[config.mk]
export PLATFORM = sky130hd
export DESIGN_NAME = conv_window_sequencer
export DESIGN_NICKNAME = d
export VERILOG_FILES = /design/src/rtl/conv_window_sequencer.sv
export SDC_FILE = /design/constraint.sdc
export NUM_CORES = 1
export LEC_CHECK = 0
export CORE_MARGIN = 2
export CORE_UTILIZATION = 44
export DETAILED_ROUTE_END_ITERATION = 8
export SLEW_MARGIN = 20
export SYNTH_ARGS = -nofsm -noshare
export SYNTH_HDL_FRONTEND = slang
export SYNTH_SLANG_ARGS = --single-unit
[constraint.sdc]
create_clock -name clk -period 7.45 [get_ports clk]
set_input_delay 0.745 -clock clk [delete_from_list [all_inputs] [get_ports clk]]
set_output_delay 0.745 -clock clk [all_outputs]
set_load 0.01 [all_outputs]
[src/rtl/conv_window_sequencer.sv]
// conv_window_sequencer
// Walks one convolution layer pass (kernel, output row/col, kernel row/col)
// and issues image/weight RAM reads plus MAC accumulator control.
// Optional cycle counter: define CONV_SEQ_PERF_EN to enable perf_cycles;
// otherwise perf_cycles is tied to zero.
//
// state | meaning
// IDLE  | waiting for start
// CHECK | validate latched config
// CALC  | compute output edge length O by repeated subtraction
// RUN   | one tap issued per non-stalled cycle
// DRAIN | flush the final tap into the accumulator stage
// FIN   | one-cycle done pulse
module conv_window_sequencer #(
  parameter int IMG_ADDR_W = 10,
  parameter int W_ADDR_W   = 10,
  parameter int OUT_ADDR_W = 12
) (
  input  logic                  clk,
  input  logic                  rst_n,
  input  logic                  start,
  input  logic [2:0]            kernel_size,
  input  logic [4:0]            img_size,
  input  logic [1:0]            stride,
  input  logic [4:0]            number_kernel,
  input  logic                  stall,
  output logic                  busy,
  output logic                  done,
  output logic                  cfg_err,
  output logic                  rd_en,
  output logic [IMG_ADDR_W-1:0] img_addr,
  output logic [W_ADDR_W-1:0]   w_addr,
  output logic                  acc_clr,
  output logic                  acc_en,
  output logic                  acc_last,
  output logic [OUT_ADDR_W-1:0] out_addr,
  output logic [15:0]           perf_cycles
);

  typedef enum logic [2:0] {
    IDLE  = 3'd0,
    CHECK = 3'd1,
    CALC  = 3'd2,
    RUN   = 3'd3,
    DRAIN = 3'd4,
    FIN   = 3'd5
  } state_t;

  state_t state, state_nxt;

  logic [2:0] k_size;
  logic [4:0] s_size;
  logic [1:0] stride_q;
  logic [4:0] n_kern;
  logic [4:0] rem;
  logic [5:0] o_cnt;
  logic [4:0] k_idx;
  logic [5:0] oy, ox;
  logic [2:0] ky, kx;

  logic freeze, cfg_bad, calc_step, issue;
  logic last_kx, last_ky, last_ox, last_oy, last_k, last_tap;

  logic [31:0] img_full, w_full, out_full;

  logic                  rd_q, first_q, last_q;
  logic [IMG_ADDR_W-1:0] img_addr_q;
  logic [W_ADDR_W-1:0]   w_addr_q;
  logic [OUT_ADDR_W-1:0] out_pre_q;
  logic                  acc_en_q, acc_clr_q, acc_last_q;
  logic [OUT_ADDR_W-1:0] out_addr_q;

  // stall only freezes the states that walk or flush the pass
  always_comb begin
    freeze    = stall && ((state == CALC) || (state == RUN) || (state == DRAIN));
    issue     = (state == RUN) && !stall;
    cfg_bad   = (k_size == 3'd0) || (stride_q == 2'd0) || (n_kern == 5'd0) ||
                ({2'b00, k_size} > s_size);
    calc_step = (rem >= {3'b000, stride_q});
    last_kx   = (kx == k_size - 3'd1);
    last_ky   = (ky == k_size - 3'd1);
    last_ox   = (ox == o_cnt - 6'd1);
    last_oy   = (oy == o_cnt - 6'd1);
    last_k    = (k_idx == n_kern - 5'd1);
    last_tap  = last_k && last_oy && last_ox && last_ky && last_kx;
  end

  // state register
  always_ff @(posedge clk or negedge rst_n) begin
    if (!rst_n) state <= IDLE;
    else        state <= state_nxt;
  end

  // next-state decode
  always_comb begin
    state_nxt = state;
    unique case (state)
      IDLE:    if (start) state_nxt = CHECK;
      CHECK:   state_nxt = cfg_bad ? FIN : CALC;
      CALC:    if (!stall && !calc_step) state_nxt = RUN;
      RUN:     if (issue && last_tap) state_nxt = DRAIN;
      DRAIN:   if (!stall) state_nxt = FIN;
      FIN:     state_nxt = IDLE;
      default: state_nxt = IDLE;
    endcase
  end

  // handshake outputs decoded from state
  always_comb begin
    busy = (state != IDLE);
    done = (state == FIN);
  end

  // latch config on accepted start; sticky config error
  always_ff @(posedge clk or negedge rst_n) begin
    if (!rst_n) begin
      k_size   <= '0;
      s_size   <= '0;
      stride_q <= '0;
      n_kern   <= '0;
      cfg_err  <= 1'b0;
    end else if (state == IDLE && start) begin
      k_size   <= kernel_size;
      s_size   <= img_size;
      stride_q <= stride;
      n_kern   <= number_kernel;
      cfg_err  <= 1'b0;
    end else if (state == CHECK && cfg_bad) begin
      cfg_err  <= 1'b1;
    end
  end

  // output edge length: O = floor((S-K)/stride)+1 by repeated subtraction
  always_ff @(posedge clk or negedge rst_n) begin
    if (!rst_n) begin
      rem   <= '0;
      o_cnt <= '0;
    end else if (state == CHECK && !cfg_bad) begin
      rem   <= s_size - {2'b00, k_size};
      o_cnt <= 6'd1;
    end else if (state == CALC && !stall && calc_step) begin
      rem   <= rem - {3'b000, stride_q};
      o_cnt <= o_cnt + 6'd1;
    end
  end

  // tap counters, kx innermost, kernel index outermost
  always_ff @(posedge clk or negedge rst_n) begin
    if (!rst_n) begin
      k_idx <= '0;
      oy    <= '0;
      ox    <= '0;
      ky    <= '0;
      kx    <= '0;
    end else if (state == CHECK) begin
      k_idx <= '0;
      oy    <= '0;
      ox    <= '0;
      ky    <= '0;
      kx    <= '0;
    end else if (issue) begin
      if (!last_kx) kx <= kx + 3'd1;
      else begin
        kx <= '0;
        if (!last_ky) ky <= ky + 3'd1;
        else begin
          ky <= '0;
          if (!last_ox) ox <= ox + 6'd1;
          else begin
            ox <= '0;
            if (!last_oy) oy <= oy + 6'd1;
            else begin
              oy    <= '0;
              k_idx <= last_k ? 5'd0 : k_idx + 5'd1;
            end
          end
        end
      end
    end
  end

  // address arithmetic from the current counters, truncated to port width
  always_comb begin
    img_full = (32'(oy) * 32'(stride_q) + 32'(ky)) * 32'(s_size) +
               32'(ox) * 32'(stride_q) + 32'(kx);
    w_full   = 32'(k_idx) * 32'(k_size) * 32'(k_size) + 32'(ky) * 32'(k_size) + 32'(kx);
    out_full = 32'(k_idx) * 32'(o_cnt) * 32'(o_cnt) + 32'(oy) * 32'(o_cnt) + 32'(ox);
  end

  // read stage: registers the tap being issued; addresses hold between passes
  always_ff @(posedge clk or negedge rst_n) begin
    if (!rst_n) begin
      rd_q       <= 1'b0;
      first_q    <= 1'b0;
      last_q     <= 1'b0;
      img_addr_q <= '0;
      w_addr_q   <= '0;
      out_pre_q  <= '0;
    end else if (!freeze) begin
      rd_q <= issue;
      if (issue) begin
        first_q    <= (ky == 3'd0) && (kx == 3'd0);
        last_q     <= last_ky && last_kx;
        img_addr_q <= img_full[IMG_ADDR_W-1:0];
        w_addr_q   <= w_full[W_ADDR_W-1:0];
        out_pre_q  <= out_full[OUT_ADDR_W-1:0];
      end
    end
  end

  // accumulate stage: one cycle behind the read stage
  always_ff @(posedge clk or negedge rst_n) begin
    if (!rst_n) begin
      acc_en_q   <= 1'b0;
      acc_clr_q  <= 1'b0;
      acc_last_q <= 1'b0;
      out_addr_q <= '0;
    end else if (!freeze) begin
      acc_en_q   <= rd_q;
      acc_clr_q  <= rd_q && first_q;
      acc_last_q <= rd_q && last_q;
      if (rd_q) out_addr_q <= out_pre_q;
    end
  end

  // strobes are masked while frozen so a held tap issues exactly once
  always_comb begin
    rd_en    = rd_q && !freeze;
    acc_en   = acc_en_q && !freeze;
    img_addr = img_addr_q;
    w_addr   = w_addr_q;
    acc_clr  = acc_clr_q;
    acc_last = acc_last_q;
    out_addr = out_addr_q;
  end

`ifdef CONV_SEQ_PERF_EN
  logic [15:0] perf_q;

  // active-cycle counter, stalls included, saturating
  always_ff @(posedge clk or negedge rst_n) begin
    if (!rst_n) begin
      perf_q <= '0;
    end else if (state == IDLE && start) begin
      perf_q <= '0;
    end else if ((state == CALC || state == RUN || state == DRAIN) && perf_q != 16'hFFFF) begin
      perf_q <= perf_q + 16'd1;
    end
  end

  assign perf_cycles = perf_q;
`else
  assign perf_cycles = 16'd0;
`endif

endmodule

## Yosys cells after proc, flatten, opt, wreduce, memory -nomap -nowiden

Cells that the tools add are included.

- $add $sub $neg: 18
- Multiply operators: 9
- Order comparisons: 2
- Equality and inequality tests: 14
- Muxes and demuxes: 37
- Bitwise logic cells: 1
- Reduce and logical (&&, ||, !) cells: 49

Operator list:

| cell | count |
|---|---|
| 2-to-1 mux 6 bit | 13 |
| 2-to-1 mux 5 bit | 9 |
| 2-to-1 mux 3 bit | 12 |
| adder 10 x 3 -> 10 bit | 2 |
| logical AND 1 bit | 19 |
| adder 6 x 1 -> 6 bit (second input constant) | 3 |
| multiplier 6 x 2 -> 8 bit | 2 |
| one-hot mux 3 bit (5 select lines) | 1 |
| nonzero test 2 bit | 7 |
| adder 12 bit | 1 |
| adder 12 x 6 -> 12 bit | 1 |
| equality test 6 bit | 2 |
| logical NOT 3 bit | 4 |
| multiplier 11 x 6 -> 12 bit | 1 |
| multiplier 6 x 6 -> 12 bit | 1 |
| multiplier 5 x 6 -> 11 bit | 1 |
| adder 10 x 6 -> 10 bit | 1 |
| adder 10 x 8 -> 10 bit | 1 |
| multiplier 8 x 3 -> 10 bit | 1 |
| multiplier 9 x 5 -> 10 bit | 1 |
| adder 8 x 3 -> 9 bit | 1 |
| multiplier 5 x 3 -> 8 bit | 1 |
| AND reduction 4 bit | 2 |
| adder 3 x 1 -> 3 bit (second input constant) | 2 |
| 26 further kinds | 41 |

- Flip-flop bits (word level): 103
- Logic and storage cells: 153

## Longest topological paths before layout

- Depth after elaboration: 9
- Gate-level depth with buffers: 31

## Least setup slack after synthesis

OpenSTA, ideal clock, no wires.

- Path type: register to register
- From: reg o_cnt[3]
- To: reg out_pre_q[11]
- Setup time: 69 ps
- Data arrival time: 7808 ps
- Data required time: 7381 ps
- Path slack: -427 ps
- Cell stages (with the launch flop): 30
- Clock period less this slack: 7877 ps
- Cells stage by stage: dfrtp_1 -> clkbuf_1 -> clkbuf_1 -> clkbuf_1 -> nand2_1 -> fa_1 -> inv_1 -> fa_1 -> fa_1 -> ha_1 -> xnor2_1 -> and2_1 -> fa_1 -> inv_1 -> fa_1 -> inv_1 -> fa_1 -> inv_1 -> fa_1 -> fa_1 -> inv_1 -> ha_1 -> a21oi_1 -> nor2b_1 -> o311ai_0 -> a32oi_1 -> xnor2_1 -> xnor3_1 -> a211o_1 -> nand3_1

- Cells in the longest elaborated chain, start to end: 4

Ends and longest elaborated chain:

| item | line | source |
|---|---|---|
| from (decl) | 56 | `logic [5:0] o_cnt;` |
| from (signal assigned) | 143 | `o_cnt <= o_cnt + 6'd1;` |
| multiplier 5 x 6 -> 11 bit | 187 | `out_full = 32'(k_idx) * 32'(o_cnt) * 32'(o_cnt) + 32'(oy) * 32'(o_cnt) + 32'(ox);` |
| multiplier 11 x 6 -> 12 bit | 187 |  |
| adder 12 bit * | 187 |  |
| adder 12 x 6 -> 12 bit * | 187 |  |
| to (signal assigned) | 206 | `out_pre_q <= out_full[OUT_ADDR_W-1:0];` |
| to (decl) | 69 | `logic [OUT_ADDR_W-1:0] out_pre_q;` |

Mark *: on every way between the ends. The rest lies on a longest branch, timed or not.
A chain may end at the register's enable or synchronous reset.

## Worst setup path after layout

- From: reg k_idx[4]
- To: reg out_pre_q[11]

- Cells in the longest elaborated chain, start to end: 4

Ends and longest elaborated chain:

| item | line | source |
|---|---|---|
| from (decl) | 57 | `logic [4:0] k_idx;` |
| from (signal assigned) | 174 | `k_idx <= last_k ? 5'd0 : k_idx + 5'd1;` |
| multiplier 5 x 6 -> 11 bit | 187 |  |
| multiplier 11 x 6 -> 12 bit | 187 |  |
| adder 12 bit | 187 |  |
| adder 12 x 6 -> 12 bit | 187 |  |

No other way between the ends.

==> run_results.csv <==
group,metric,value,unit
cts,clkLatencyLatePin,0.36,ns
layout,regArea,2579,sq um
yosys,synthFlopType,"dfrtp_1",
cts,path_clk_slew,0.09,ns
setup_path,cp_num_buf_inv,5,
timing,setup_violations,0,
setup_path,crit_required,7.75,ns
routing,dr.pass1.iters,5,
yosys,synth_async_sr_flop_share,100.0,%
power,seqPwrFrac,25.4,%
yosys,synthCells,1365,
timing,hold_viol_final,0,
floorplan,fp.coreArea,27780,sq um
yosys,avgSynthCellArea,9.098,sq um
placement,dp.cells,1773,
timing,worst_pin_slew,0.9159,ns
yosys,synthXorXnorAreaFrac,7.495,%
floorplan,fp.dieH,172.0,microns
routing,drt_iter0_drc,403,
power,swShare,46.48,%
timing,slew_headroom,38.80,%
routing,routedWlPerCell,14.68,microns
layout,fin_cells,1797,
yosys,synthMuxAreaShare,2.216,%
routing,routed_via_density,4.958,
placement,placed_cell_area,13410,sq um
layout,final_layout_size_suffix_gt1_share,8.457,%
yosys,synth_compound_area_share,7.193,%
layout,area_growth,13.10,%
timing,slew_viol_final,0,
setup_path,startpoint_type,"flop",
cts,cts_htree_levels,3,
cts,ctsRootBufferMaster,"clkbuf_16",
setup_path,r2r_cells,29,
setup_path,crit_family,"adder cells",
grt,grt_pass1_vias,9185,
timing,post-route-period-util,96.24,%
setup_path,cp-end-kind,"flop",
placement,post-dp-hpwl,20.54,mm
setup_path,regToRegEndpoint,"out_pre_q[11]",
grt,grt_max_degree,66,
placement,place.gp.congestion,0.8393,
yosys,synth_edf_count,0,
routing,drc_errors,0,
run,maxCapViolations,0,
routing,ant_nets,0,
power,p_sw,1778,uW
layout,final_area,14050,sq um
floorplan,rows,61,
setup_path,timing.rr.start,"k_idx[4]",
yosys,synth-simple-area-share,17.14,%
grt,track_usage,18.98,%
setup_path,crit_arrival,7.47,ns
cts,ctsLongestPathBuffers,2,
timing,max_freq,0.1395,GHz
yosys,synth_top_family_by_area,"adder cells",
cts,cts_made_buffers,9,
timing,period_minus_slack,7.170,ns
grt,grt-ovfl-total,0,
setup_path,slowest_stage,"fa_1",
yosys,synth_seq_cells,103,
setup_path,startpoint,"k_idx[4]",
grt,grt_pass1_wl,44.81,mm
hold_path,hp-class,"in2async",
timing,fin_tns_setup,0,ns
cts,clock-sinks,103,
setup_path,critPathMaxStageDelay,0.55,ns
setup_path,rrSetupSlack,0.28,ns
timing,skew,0.01610,ns
layout,diodes,0,
yosys,netlist_area,12420,sq um
setup_path,path_max_fanout,4,
power,ir_worst_vdd,0.1728,mV
cts,cts_tree,"yes",
grt,antenna_found_initial,0,
routing,vias,8909,
floorplan,fp.dieW,172.0,microns
yosys,synthDistinctLibCells,60,
floorplan,io_pins,74,
floorplan,die-area,29590,sq um
yosys,ys_seq_area_share,20.75,%
layout,final_util,50.56,%
power,combPwrFrac,61.8,%
layout,finalNetCount,1711,
power,clockPowerShare,12.8,%
status,outcome,"finished, final reports clean",
yosys,synth-adder-area-share,35.99,%
routing,drt_wl_total,26.38,mm
floorplan,start_util,44.70,%
layout,multi_input_area,9050,sq um
placement,io_buffers,57,
yosys,ys_warn_count,0,
setup_path,path_class,"reg2reg",
power,power_density,272.4,nW/um^2
power,leakage,0.006975,uW
power,p_int,2048,uW
setup_path,critPathMostFrequentCell,"fa_1",
layout,n_fill_cell,2666,
-- cell usage after synthesis, types with 10 or more instances --
cell type,instances,area [sq um]
and3_1,10,62.56
a21oi_1,34,170.2
xnor2_1,64,560.5
fa_1,132,2643
o21bai_1,14,105.1
nand2_1,192,720.7
and2_1,105,656.9
dfrtp_1,103,2577
nand3_1,17,85.08
mux2_2,20,225.2
ha_1,146,1827
o21ai_0,43,215.2
clkbuf_1,51,191.4
a21o_1,11,82.58
inv_1,214,803.3
xor2_1,19,166.4
nor2_1,62,232.7
buf_4,16,120.1
-- timing repair --
action                     CTS  global route
hold buffers                 0             0
pin swaps                    0            37
cloned                       0             0
buffers inserted             0             8
resized for setup            4            46
setup endpoints to repair    1             3
-- state kept, by name, summed over array words and instances, names as in the netlist, 5 cells and up --
signal,count
out_addr,12
img_addr,10
k_idx,5
w_addr,10
out_pre_q,12
o_cnt,6
n_kern,5
ox,6
oy,6
s_size,5
rem,5
-- logic make-up after synthesis --
kind of cell | Yosys count
simple gates | 439
buf+inv | 285
fa+ha+maj | 278
compound gates | 142
flops | 103
xor+xnor | 92
mux | 25
other cells | 1
-- layer usage --
| layer | routed length [microns] | share of wire (%) | track usage, % |
|---|---|---|---|
| met5 | 0 | 0 | 0 |
| met4 | 263 | 1.0 | 3.106 |
| met3 | 838 | 3.2 | 1.991 |
| met2 | 12260 | 46 | 32.02 |
| met1 | 13020 | 49 | 26.90 |
-- per-stage QoR --
step           setup slack, ns  hold WS [ns]  total power, uW
2_1_floorplan          0.01195        0.4348             2540
3_3_place_gp           0.01185        0.4548             3176
3_5_place_dp           -0.1319        0.4602             3221
4_1_cts                0.01769        0.3814             3760
5_1_grt               -0.02250        0.4005             4225
6_report                0.2800        0.3589             3826
-- layout by cell type, fill, tap and decap left out, types with 3 or more instances in the layout --
cell type / netlist / layout
and3_1: 10 / 10
xor2_1: 19 / 18
a21o_1: 11 / 11
inv_1: 214 / 210
ha_1: 146 / 138
mux2_2: 20 / 20
ha_4: 0 / 8
nor3b_1: 5 / 4
a211o_1: 3 / 3
a21oi_2: 0 / 5
nand4_1: 6 / 6
nor4b_1: 4 / 4
and2_1: 105 / 103
dfrtp_1: 103 / 102
o22ai_1: 4 / 4
nand3_1: 17 / 16
o21bai_1: 14 / 14
o31ai_1: 4 / 4
o21ai_0: 43 / 38
xnor2_1: 64 / 60
nand2_1: 192 / 191
buf_4: 16 / 37
mux2i_1: 5 / 5
a21oi_1: 34 / 28
xnor3_1: 8 / 8
nor3_1: 9 / 8
inv_2: 0 / 4
o21ai_1: 1 / 4
nand2b_1: 7 / 7
o221ai_1: 3 / 3
nor2b_1: 9 / 8
o2bb2ai_1: 3 / 3
or3_1: 3 / 3
clkdlybuf4s50_1: 0 / 56
nor2_1: 62 / 61
clkbuf_16: 0 / 9
fa_1: 132 / 131
conb_1: 1 / 16
-- how the worst max path moves through the flow --
stage | end | slack [ns] | cells past startpoint
after global placement | out_pre_q[11] | 0.01 | 27
after global routing | out_pre_q[11] | -0.02 | 29
after detailed placement | out_pre_q[11] | -0.13 | 27
after floorplan | out_pre_q[11] | 0.01 | 29
after CTS | out_pre_q[11] | 0.02 | 27
final | out_pre_q[11] | 0.28 | 29
-- power by group through the flow --
stage | clock network [uW] | registers, uW | logic, uW
after floorplan | 0 | 879 | 1660
after global placement | 0 | 975 | 2200
after detailed placement | 0 | 980 | 2240
after CTS | 506 | 969 | 2290
after global routing | 524 | 1000 | 2700
final | 490 | 971 | 2370
-- final cells by class --
class | count | area share, %
clock buffers | 10 | 1.701
clock inverters | 6 | 0.3741
inverters | 214 | 5.719
multi-input cells | 992 | 64.43
flip-flops and latches | 103 | 18.36
well taps | 378 | 3.367
repair buffers | 94 | 6.048
Note: power is estimated with default switching activity, not from simulation.
